--- src/rtl/noc_pkg.sv ---
// Purpose: shared types and constants for the NoC output-port arbiter.
// Latency: n/a (package only).
// Backpressure: n/a (package only).
package noc_pkg;

    localparam int NUM_PORTS = 5;
    localparam int FLIT_W    = 16;
    localparam int IDX_W     = 3;
    localparam int IDLE_W    = 8;

    // Input port index order as seen by every output arbiter.
    typedef enum logic [IDX_W-1:0] {
        PORT_N = 3'd0,
        PORT_S = 3'd1,
        PORT_W = 3'd2,
        PORT_E = 3'd3,
        PORT_L = 3'd4
    } port_e;

    typedef enum logic {
        ARB_IDLE   = 1'b0,
        ARB_LOCKED = 1'b1
    } arb_state_e;

    // Fold a sum of two port indices (each 0..4) back into 0..4.
    function automatic logic [IDX_W-1:0] wrap_idx(input logic [3:0] v);
        logic [3:0] folded;
        folded = (v >= 4'd5) ? (v - 4'd5) : v;
        return folded[IDX_W-1:0];
    endfunction

    // One-hot decode of a port index.
    function automatic logic [NUM_PORTS-1:0] idx_onehot(input logic [IDX_W-1:0] idx);
        logic [NUM_PORTS-1:0] oh;
        oh = '0;
        for (int i = 0; i < NUM_PORTS; i++) begin
            if (idx == IDX_W'(i)) begin
                oh[i] = 1'b1;
            end
        end
        return oh;
    endfunction

endpackage

--- src/rtl/noc_output_arbiter_rr_pick5.sv ---
// Purpose: combinational 5-way round-robin search starting at ptr, wrapping modulo 5.
// Latency: 0 cycles (pure combinational).
// Backpressure: none; the caller decides when the pick is consumed.
// Ports: req - request vector; ptr - first index to consider;
//        gnt_idx - winning index (0 when nothing requests); any - at least one request.
module rr_pick5
    import noc_pkg::*;
(
    input  logic [NUM_PORTS-1:0] req,
    input  logic [IDX_W-1:0]     ptr,
    output logic [IDX_W-1:0]     gnt_idx,
    output logic                 any
);

    logic [IDX_W-1:0] base;
    logic [IDX_W-1:0] cand;

    // An out-of-range pointer can never be produced by the arbiter, but
    // clamping keeps the index math inside the vector regardless.
    assign base = (ptr > 3'd4) ? 3'd0 : ptr;

    // Walk the offsets from farthest to nearest so the nearest requester
    // (the one closest to ptr going upward) is the last, and winning, write.
    always_comb begin
        gnt_idx = '0;
        any     = 1'b0;
        cand    = '0;
        for (int i = NUM_PORTS - 1; i >= 0; i--) begin
            cand = wrap_idx({1'b0, base} + 4'(i));
            if (req[cand]) begin
                gnt_idx = cand;
                any     = 1'b1;
            end
        end
    end

endmodule

--- src/rtl/noc_output_arbiter.sv ---
// Purpose: wormhole output-port arbiter; locks one input from head to tail flit, round-robin between packets.
// Latency: grant one cycle after a request in IDLE; release edge follows the tail transfer (or idle timeout).
// Backpressure: out_ready_i=0 stalls transfers but the lock is held; other requesters wait until release.
// Ports: clk_i/rst_ni - clock and synchronous active-low reset; req_i/tail_i - per-input flit present / tail;
//        out_ready_i - downstream accept; grant_o/sel_o/en_o - registered owner (one-hot, index, enable);
//        valid_o - owner has a flit this cycle; timeout_o - one-cycle pulse after a forced release.
module noc_output_arbiter
    import noc_pkg::*;
#(
    parameter int TIMEOUT = 0
)
(
    input  logic                 clk_i,
    input  logic                 rst_ni,
    input  logic [NUM_PORTS-1:0] req_i,
    input  logic [NUM_PORTS-1:0] tail_i,
    input  logic                 out_ready_i,
    output logic [NUM_PORTS-1:0] grant_o,
    output logic [IDX_W-1:0]     sel_o,
    output logic                 en_o,
    output logic                 valid_o,
    output logic                 timeout_o
);

    // The idle counter is 8 bits wide, so the usable limit is 0..255.
    localparam int              TIMEOUT_CLAMP = (TIMEOUT < 0)   ? 0   :
                                                (TIMEOUT > 255) ? 255 : TIMEOUT;
    localparam logic [IDLE_W-1:0] IDLE_LIMIT  = IDLE_W'(TIMEOUT_CLAMP);
    localparam bit              TIMEOUT_EN    = (TIMEOUT_CLAMP != 0);

    arb_state_e             state_q;
    logic [IDX_W-1:0]       owner_q;
    logic [NUM_PORTS-1:0]   grant_q;
    logic                   en_q;
    logic [IDX_W-1:0]       ptr_q;
    logic [IDLE_W-1:0]      idle_cnt_q;
    logic                   timeout_q;

    logic [IDX_W-1:0]       pick_idx;
    logic                   pick_any;
    logic                   owner_req;
    logic                   xfer;
    logic                   tail_done;
    logic                   expired;
    logic [IDX_W-1:0]       next_ptr;

    rr_pick5 u_pick (
        .req     (req_i),
        .ptr     (ptr_q),
        .gnt_idx (pick_idx),
        .any     (pick_any)
    );

    assign owner_req = req_i[owner_q];
    // en_q is low in IDLE, which also forces valid_o low there.
    assign valid_o   = en_q & owner_req;
    assign xfer      = valid_o & out_ready_i;
    assign tail_done = xfer & tail_i[owner_q];
    // The limit is compared against the registered count, so a tail that
    // lands on the cycle the count sits at the limit takes priority below.
    assign expired   = TIMEOUT_EN && (idle_cnt_q >= IDLE_LIMIT);
    assign next_ptr  = wrap_idx({1'b0, owner_q} + 4'd1);

    always_ff @(posedge clk_i) begin
        if (!rst_ni) begin
            state_q    <= ARB_IDLE;
            owner_q    <= '0;
            grant_q    <= '0;
            en_q       <= 1'b0;
            ptr_q      <= '0;
            idle_cnt_q <= '0;
            timeout_q  <= 1'b0;
        end else begin
            timeout_q <= 1'b0;
            case (state_q)
                ARB_IDLE: begin
                    idle_cnt_q <= '0;
                    if (pick_any) begin
                        state_q <= ARB_LOCKED;
                        owner_q <= pick_idx;
                        grant_q <= idx_onehot(pick_idx);
                        en_q    <= 1'b1;
                    end
                end
                ARB_LOCKED: begin
                    if (tail_done || expired) begin
                        state_q    <= ARB_IDLE;
                        owner_q    <= '0;
                        grant_q    <= '0;
                        en_q       <= 1'b0;
                        ptr_q      <= next_ptr;
                        idle_cnt_q <= '0;
                        // Only a release the tail did not cause is reported.
                        timeout_q  <= ~tail_done;
                    end else if (owner_req) begin
                        idle_cnt_q <= '0;
                    end else if (TIMEOUT_EN && (idle_cnt_q != {IDLE_W{1'b1}})) begin
                        idle_cnt_q <= idle_cnt_q + 8'd1;
                    end
                end
                default: begin
                    state_q <= ARB_IDLE;
                end
            endcase
        end
    end

    assign grant_o   = grant_q;
    assign sel_o     = owner_q;
    assign en_o      = en_q;
    assign timeout_o = timeout_q;

endmodule
--- config.mk ---
export PLATFORM = sky130hd
export DESIGN_NAME = noc_output_arbiter
export DESIGN_NICKNAME = d
export VERILOG_FILES = /design/src/rtl/noc_pkg.sv /design/src/rtl/noc_output_arbiter_rr_pick5.sv /design/src/rtl/noc_output_arbiter.sv
export SDC_FILE = /design/constraint.sdc
export NUM_CORES = 1
export LEC_CHECK = 0
export ABC_CLOCK_PERIOD_IN_PS = 5900
export BUFFER_PORTS_ARGS = -buffer_cell sky130_fd_sc_hd__buf_2
export CORE_UTILIZATION = 40
export CTS_CLUSTER_SIZE = 28
export DETAILED_ROUTE_END_ITERATION = 12
export GPL_TIMING_DRIVEN = 0
export PLACE_DENSITY = 0.6
export SLEW_MARGIN = 20
export SYNTH_ARGS = -nofsm -noshare
export SYNTH_HDL_FRONTEND = slang
export SYNTH_SLANG_ARGS = --single-unit
--- constraint.sdc ---
create_clock -name clk_i -period 5.9 [get_ports clk_i]
set_input_delay 1.18 -clock clk_i [delete_from_list [all_inputs] [get_ports clk_i]]
set_output_delay 1.18 -clock clk_i [all_outputs]
set_load 0.1 [all_outputs]
==> results of run 1 <==
==> per-layer routing <==
layer / vias to the layer above / GRT usage [%] / routed length, um
met1: 869 / 30.80 / 2263
met3: 6 / 3.333 / 266
met5: - / 0 / 0
met4: 0 / 5.208 / 52
met2: 73 / 36.40 / 2246
li1: 916 / - / -
==> critical path: stages, from the launching register on <==
cell and delay, ns:
dfxtp_1 0.45, or3b_4 0.42, inv_1 0.26, ha_1 0.30, clkbuf_2 0.17, or2b_1 0.34
mux2i_1 0.20, or3_1 0.38, a211oi_1 0.44, nor3_1 0.15, a221o_1 0.36, a32o_1 0.28
or3_1 0.33, a21boi_1 0.12
==> power by group through the flow <==
stage	clock [uW]	sequential, uW	combinational, uW
floorplan	0	137	67.8
global placement	0	105	125
detailed placement	0	105	125
CTS	95.5	103	125
global route	101	104	136
finish	94.2	103	126
==> Yosys cell counts, drive strengths merged, types with 4 or more instances <==
library cell / n / area (um^2)
a211oi: 5 / 37.54
a21boi: 7 / 52.55
a21oi: 18 / 93.84
buf: 7 / 46.29
clkbuf: 11 / 42.54
dfxtp: 14 / 280.3
ha: 9 / 112.6
inv: 14 / 52.55
mux2i: 9 / 90.09
nand2: 21 / 78.83
nand2b: 7 / 43.79
nand3: 7 / 35.03
nor2: 9 / 33.78
nor2b: 4 / 25.02
nor3: 7 / 35.03
o21ai: 12 / 60.05
==> sequential cells by signal, indices dropped and copies added (netlist names) <==
signal / cells
grant_o: 5
state_q: 1
sel_o: 3
ptr_q: 3
timeout_o: 1
en_o: 1
==> worst paths after layout <==
| check | from | to | slack (ns) | depth (start not counted) |
|---|---|---|---|---|
| setup / recovery | ptr_q[2] | grant_o[3] | 1.65 | 13 |
| setup reg to reg | ptr_q[2] | grant_o[3] | 1.65 | 13 |
| hold / removal | grant_o[3] | grant_o[3] | 0.45 | 2 |
| hold reg to reg | grant_o[3] | grant_o[3] | 0.45 | 2 |
==> area by class of cell <==
class                   count  area [um^2]
inverters                  14        52.55
well taps                  50        62.56
plain buffers              18        88.84
fillers                   433         2118
multi-input cells         187         1324
flip-flops and latches     14        280.3
clock buffers               4        55.05
repair buffers             21        105.1
==> logic make-up (layout without fill, tap and decap cells) <==
family                   Yosys count  after routing
AND/OR/NAND/NOR                   81             81
XOR/XNOR                           3              3
buffers and inverters             32             57
flip-flops                        14             14
AO/OA/AOI/OAI                     80             80
multiplexers                      13             13
other                              1              1
adder cells (fa/ha/maj)            9              9
==> stage by stage <==
| stage | hold slack, ns | cell area, um^2 | worst slack (ns) | cells |
|---|---|---|---|---|
| 3_3_place_gp | 0.4502 | 1913 | 1.738 | 304 |
| 6_report | 0.4514 | 1968 | 1.653 | 308 |
| 2_1_floorplan | 0.4831 | 1745 | 0.7578 | 233 |
| 5_1_grt | 0.4891 | 1968 | 1.435 | 308 |
| 3_5_place_dp | 0.4464 | 1913 | 1.760 | 304 |
| 4_1_cts | 0.4564 | 1968 | 1.720 | 308 |
==> flow_summary.toml, run 1 <==
[cells_and_area]
final_core_utilization_pct = 48.16
nNetsFinal = 281
antenna-diode-count = 0
drive_gt1_share_pct = 17.05
final_cell_mix = "buf_2, nand2_1, a21oi_1"
syn_to_final_growth_pct = 12.76
final_common_cell = "buf_2"

[cts]
cts_root_buf = "clkbuf_8"
h-tree-depth = 1
cts.repair.resized = 0
cts.clk_slew.worst_paths_ns = 0.06
cts_setup_buffers = 0
clk_latency_ns = 0.24
clock_sinks = 14
hold_buffers = 0
cts_made_buffers = 3
ctsLongestPathBuffers = 2
cts_tree = "done"

[sta]
hold_violations = 0
finClkSkew_ns = 0.001634
fmax_mhz = 235.5
min_period_ns = 4.247
worst_slew_pin_slew_ns = 0.5750
rsz0062_at_grt = "no"
slew_headroom_pct = 60.67
setup_viol = 0
fin_crit_sh_pct = 71.98
fin_tns_setup_ns = 0
slew_viol_final = 0

[synthesis]
syn_avg_cell_area_um2 = 7.491
yosys_warnings = 0
netlist_area_mm2 = 0.001745
syn_nets = 255
yosys.cell_types.count = 69
synth_simple_gate_area_share_pct = 26.52
synthXorXnorAreaFrac_pct = 1.505
synth-main-ff-cell = "dfxtp_1"
synth_compound_area_share_pct = 32.11
async_flop_share_pct = 0
synth_seq_area_share_pct = 16.06
synth_edf_count = 0
synth_top_family_by_area = "compound AO/OA/AOI/OAI gates"
syn_inst = 233
synth.area.mux_share_pct = 9.032
yosys.area_share.adder_pct = 6.452
synth.ff_latch_count = 14

[critical_path]
end_kind = "register"
crit_type = "register to register"
cp.arrival_ns = 4.43
cp-start-kind = "register"
required_ns = 6.08
cp_max_fo = 8

[floorplanning]
io_pins = 24
rows = 23
die_height_um = 68.06
dieArea_mm2 = 0.004631
start_util_pct = 42.71
die_w_um = 68.06
coreArea_mm2 = 0.004086

[power]
power_switching_uw = 125.8
clock_power_share_pct = 29.1
combPwrFrac_pct = 39.0
ir_worst_vdd_uv = 125.8
swShare_pct = 38.83
seqPwrFrac_pct = 31.9
cellLeakagePower_uw = 0.0008259
p_per_area_mw_per_mm2 = 164.7
finalPower_uw = 324.1
intPower_uw = 198.2

[placement]
gp_congestion = 0.9207
dp_hpwl_mm = 3.615
port_buffers = 21

[routing]
wl_per_cell_um = 15.68
drc = 0
routed_via_density = 6.052
antenna_left = 0
via_count = 1864
wl_mm = 4.829
dr.first_iter.drc_count = 177
drt_pass1_iterations = 5

[global_routing]
grt_antenna_before_repair = 0
grt_max_degree = 11
grt_pass1_vias = 1715
grt_use_total_pct = 22.40
grt_overflow = 0
grt_pass1_wl_mm = 7.976

[status]
outcome = "finished, final reports clean"

[flow_run]
maxCapViolCount = 0

[hold_path]
hold_path_class = "register to register"
Note: power is estimated with default switching activity, not from simulation.
==> run 2, diff against run 1 <==
--- a/config.mk
+++ b/config.mk
@@ -5,7 +5,7 @@
 export SDC_FILE = /design/constraint.sdc
 export NUM_CORES = 1
 export LEC_CHECK = 0
-export ABC_CLOCK_PERIOD_IN_PS = 5900
+export ABC_CLOCK_PERIOD_IN_PS = 4100
 export BUFFER_PORTS_ARGS = -buffer_cell sky130_fd_sc_hd__buf_2
 export CORE_UTILIZATION = 40
 export CTS_CLUSTER_SIZE = 28
==> constraint.sdc (replaced) <==
create_clock -name clk_i -period 4.1 [get_ports clk_i]
set_input_delay 0.82 -clock clk_i [delete_from_list [all_inputs] [get_ports clk_i]]
set_output_delay 0.82 -clock clk_i [all_outputs]
set_load 0.1 [all_outputs]
==> run 2 against run 1 <==
  * Non-clock buffer count increased by 2
  * Critical path depth increased by 1
  * Worst hold slack improved by 0.0059 ns
  * Combinational power increased by 48%
  * Core utilization increased by 1.3 points
  * Via count decreased by 0.80%
  * Fmax increased by 8.9%
  * Cell count increased by 0.65%
  * Cell area increased by 2.6%
  * Critical path type unchanged
==> flow_summary.toml, run 2 (synthesis results as in run 1) <==
[status]
outcome = "finished, final reports clean"

[floorplanning]
coreArea_mm2 = 0.004086
start_util_pct = 42.71
rows = 23
die_w_um = 68.06
die_height_um = 68.06
dieArea_mm2 = 0.004631
io_pins = 24

[critical_path]
slowest_stage = "or3b_4"
required_ns = 4.28
path_buf_inv = 3
crit_top_cell = "or3_1"
path_delay_family = "simple AND/OR/NAND/NOR gates"
path_cells = "buf_6 -> or3b_4 -> clkinvlp_4 -> ha_1 -> clkbuf_2 -> or2b_1 -> mux2i_1 -> or3_1 -> a211oi_4 -> nor3_1 -> a221o_1 -> a32o_1 -> or3_1 -> a21boi_1"
critical_path.max_stage_delay_ns = 0.42
end_kind = "register"
cp.arrival_ns = 4.08
cp-start-kind = "register"
cp_max_fo = 10
crit_type = "register to register"

[global_routing]
grt_pass1_wl_mm = 7.976
grt_overflow = 0
grt_max_degree = 11
grt_pass1_vias = 1729
grt_antenna_before_repair = 0
grt_use_total_pct = 22.70

[cells_and_area]
seqCellArea_um2 = 281.5
stdcell_count = 310
num-fill-cells = 413
drive_gt1_share_pct = 20.38
nNetsFinal = 283
antenna-diode-count = 0
final_cell_mix = "buf_2, nand2_1, a21oi_1"
syn_to_final_growth_pct = 15.70
multi_input_area_mm2 = 0.001355
largest_reg_flops = 5
final_common_cell = "buf_2"

[routing]
drc = 0
wl_mm = 4.898
routed_via_density = 5.965
via_count = 1849
antenna_left = 0
dr.first_iter.drc_count = 158
drt_pass1_iterations = 4
wl_per_cell_um = 15.80

[sta]
min_period_ns = 3.898
setup_viol = 0
hold_violations = 0
worst_slew_pin_slew_ns = 0.5783
rsz0062_at_grt = "no"
slew_viol_final = 0
finClkSkew_ns = 0.0007176
fin_crit_sh_pct = 95.07
fmax_mhz = 256.5
slew_headroom_pct = 61.04

[cts]
ctsLongestPathBuffers = 2
cts.clk_slew.worst_paths_ns = 0.06
cts_made_buffers = 3
h-tree-depth = 1
cts_root_buf = "clkbuf_8"
clock_sinks = 14
cts_tree = "done"
clk_latency_ns = 0.25

[placement]
gp_congestion = 0.8876
dp_hpwl_mm = 3.646
dp_cells = 304
port_buffers = 21

[hold_path]
hold_path_class = "register to register"

[power]
ir_worst_vdd_uv = 246.5
cellLeakagePower_uw = 0.0008372
finalPower_uw = 471.3
p_per_area_mw_per_mm2 = 233.4

[flow_run]
maxCapViolCount = 0
==> run 2: per-stage QoR <==
stage / TNS [ns] / cell area (um^2) / worst slack [ns] / hold slack [ns] / util [%]
2_1_floorplan: 0 / 1745 / 0.01778 / 0.4831 / -
3_3_place_gp: -0.06743 / 1913 / -0.06743 / 0.4474 / 46.82
3_5_place_dp: -0.04580 / 1913 / -0.04580 / 0.4533 / 46.82
4_1_cts: 0 / 1973 / 0.05231 / 0.4623 / 48.29
5_1_grt: 0 / 2019 / 0.03549 / 0.4968 / 49.42
6_report: 0 / 2019 / 0.2020 / 0.4573 / 49.42
==> run 2: worst paths after layout <==
kind               from         end  slack (ns)  cells after the start
min          grant_o[3]  grant_o[3]        0.46                      2
max reg2reg    ptr_q[0]  grant_o[3]        0.20                     14
min reg2reg  grant_o[3]  grant_o[3]        0.46                      2
max            ptr_q[0]  grant_o[3]        0.20                     14
==> run 2: final cells by class <==
class,instances,share of cell area [%]
tap,50,3.098
buffer,18,4.399
inverter,14,2.788
multi-input combinational,187,67.10
clock buffer,4,2.726
timing repair buffer,23,5.948
sequential,14,13.94
==> run 2: where the power goes <==
| group | leakage [uW] | internal, uW | total [uW] | switching, uW |
|---|---|---|---|---|
| logic | 0.000693 | 58.8 | 187 | 128 |
| clock network | 0.0000288 | 85.1 | 136 | 50.5 |
| registers | 0.000115 | 144 | 149 | 5.12 |
| total | 0.000837 | 288 | 471 | 184 |
==> run 2: metal layers <==
metal | up-vias | global-route usage [%] | wire length, um
li1 | 917 | - | -
met1 | 872 | 29.52 | 2225
met2 | 55 | 39.22 | 2358
met3 | 5 | 1.833 | 263
met4 | 0 | 7.031 | 51
met5 | - | 0 | 0
==> run 2: repair_timing <==
action	in CTS	in global routing
endpoints found under the hold margin	0	0
buffers inserted	0	2
hold buffers	0	0
cloned	0	0
pin swaps	0	1
gates resized for setup	1	7
endpoints found under the setup margin	2	8
==> run 2: worst reg2reg max path, cell delays in order, from the launching register on <==
cell and delay (ns):
dfxtp_1 0.31, buf_6 0.14, or3b_4 0.42, clkinvlp_4 0.12, ha_1 0.24, clkbuf_2 0.17, or2b_1 0.32, mux2i_1 0.19
or3_1 0.41, a211oi_4 0.33, nor3_1 0.13, a221o_1 0.35, a32o_1 0.27, or3_1 0.32, a21boi_1 0.12
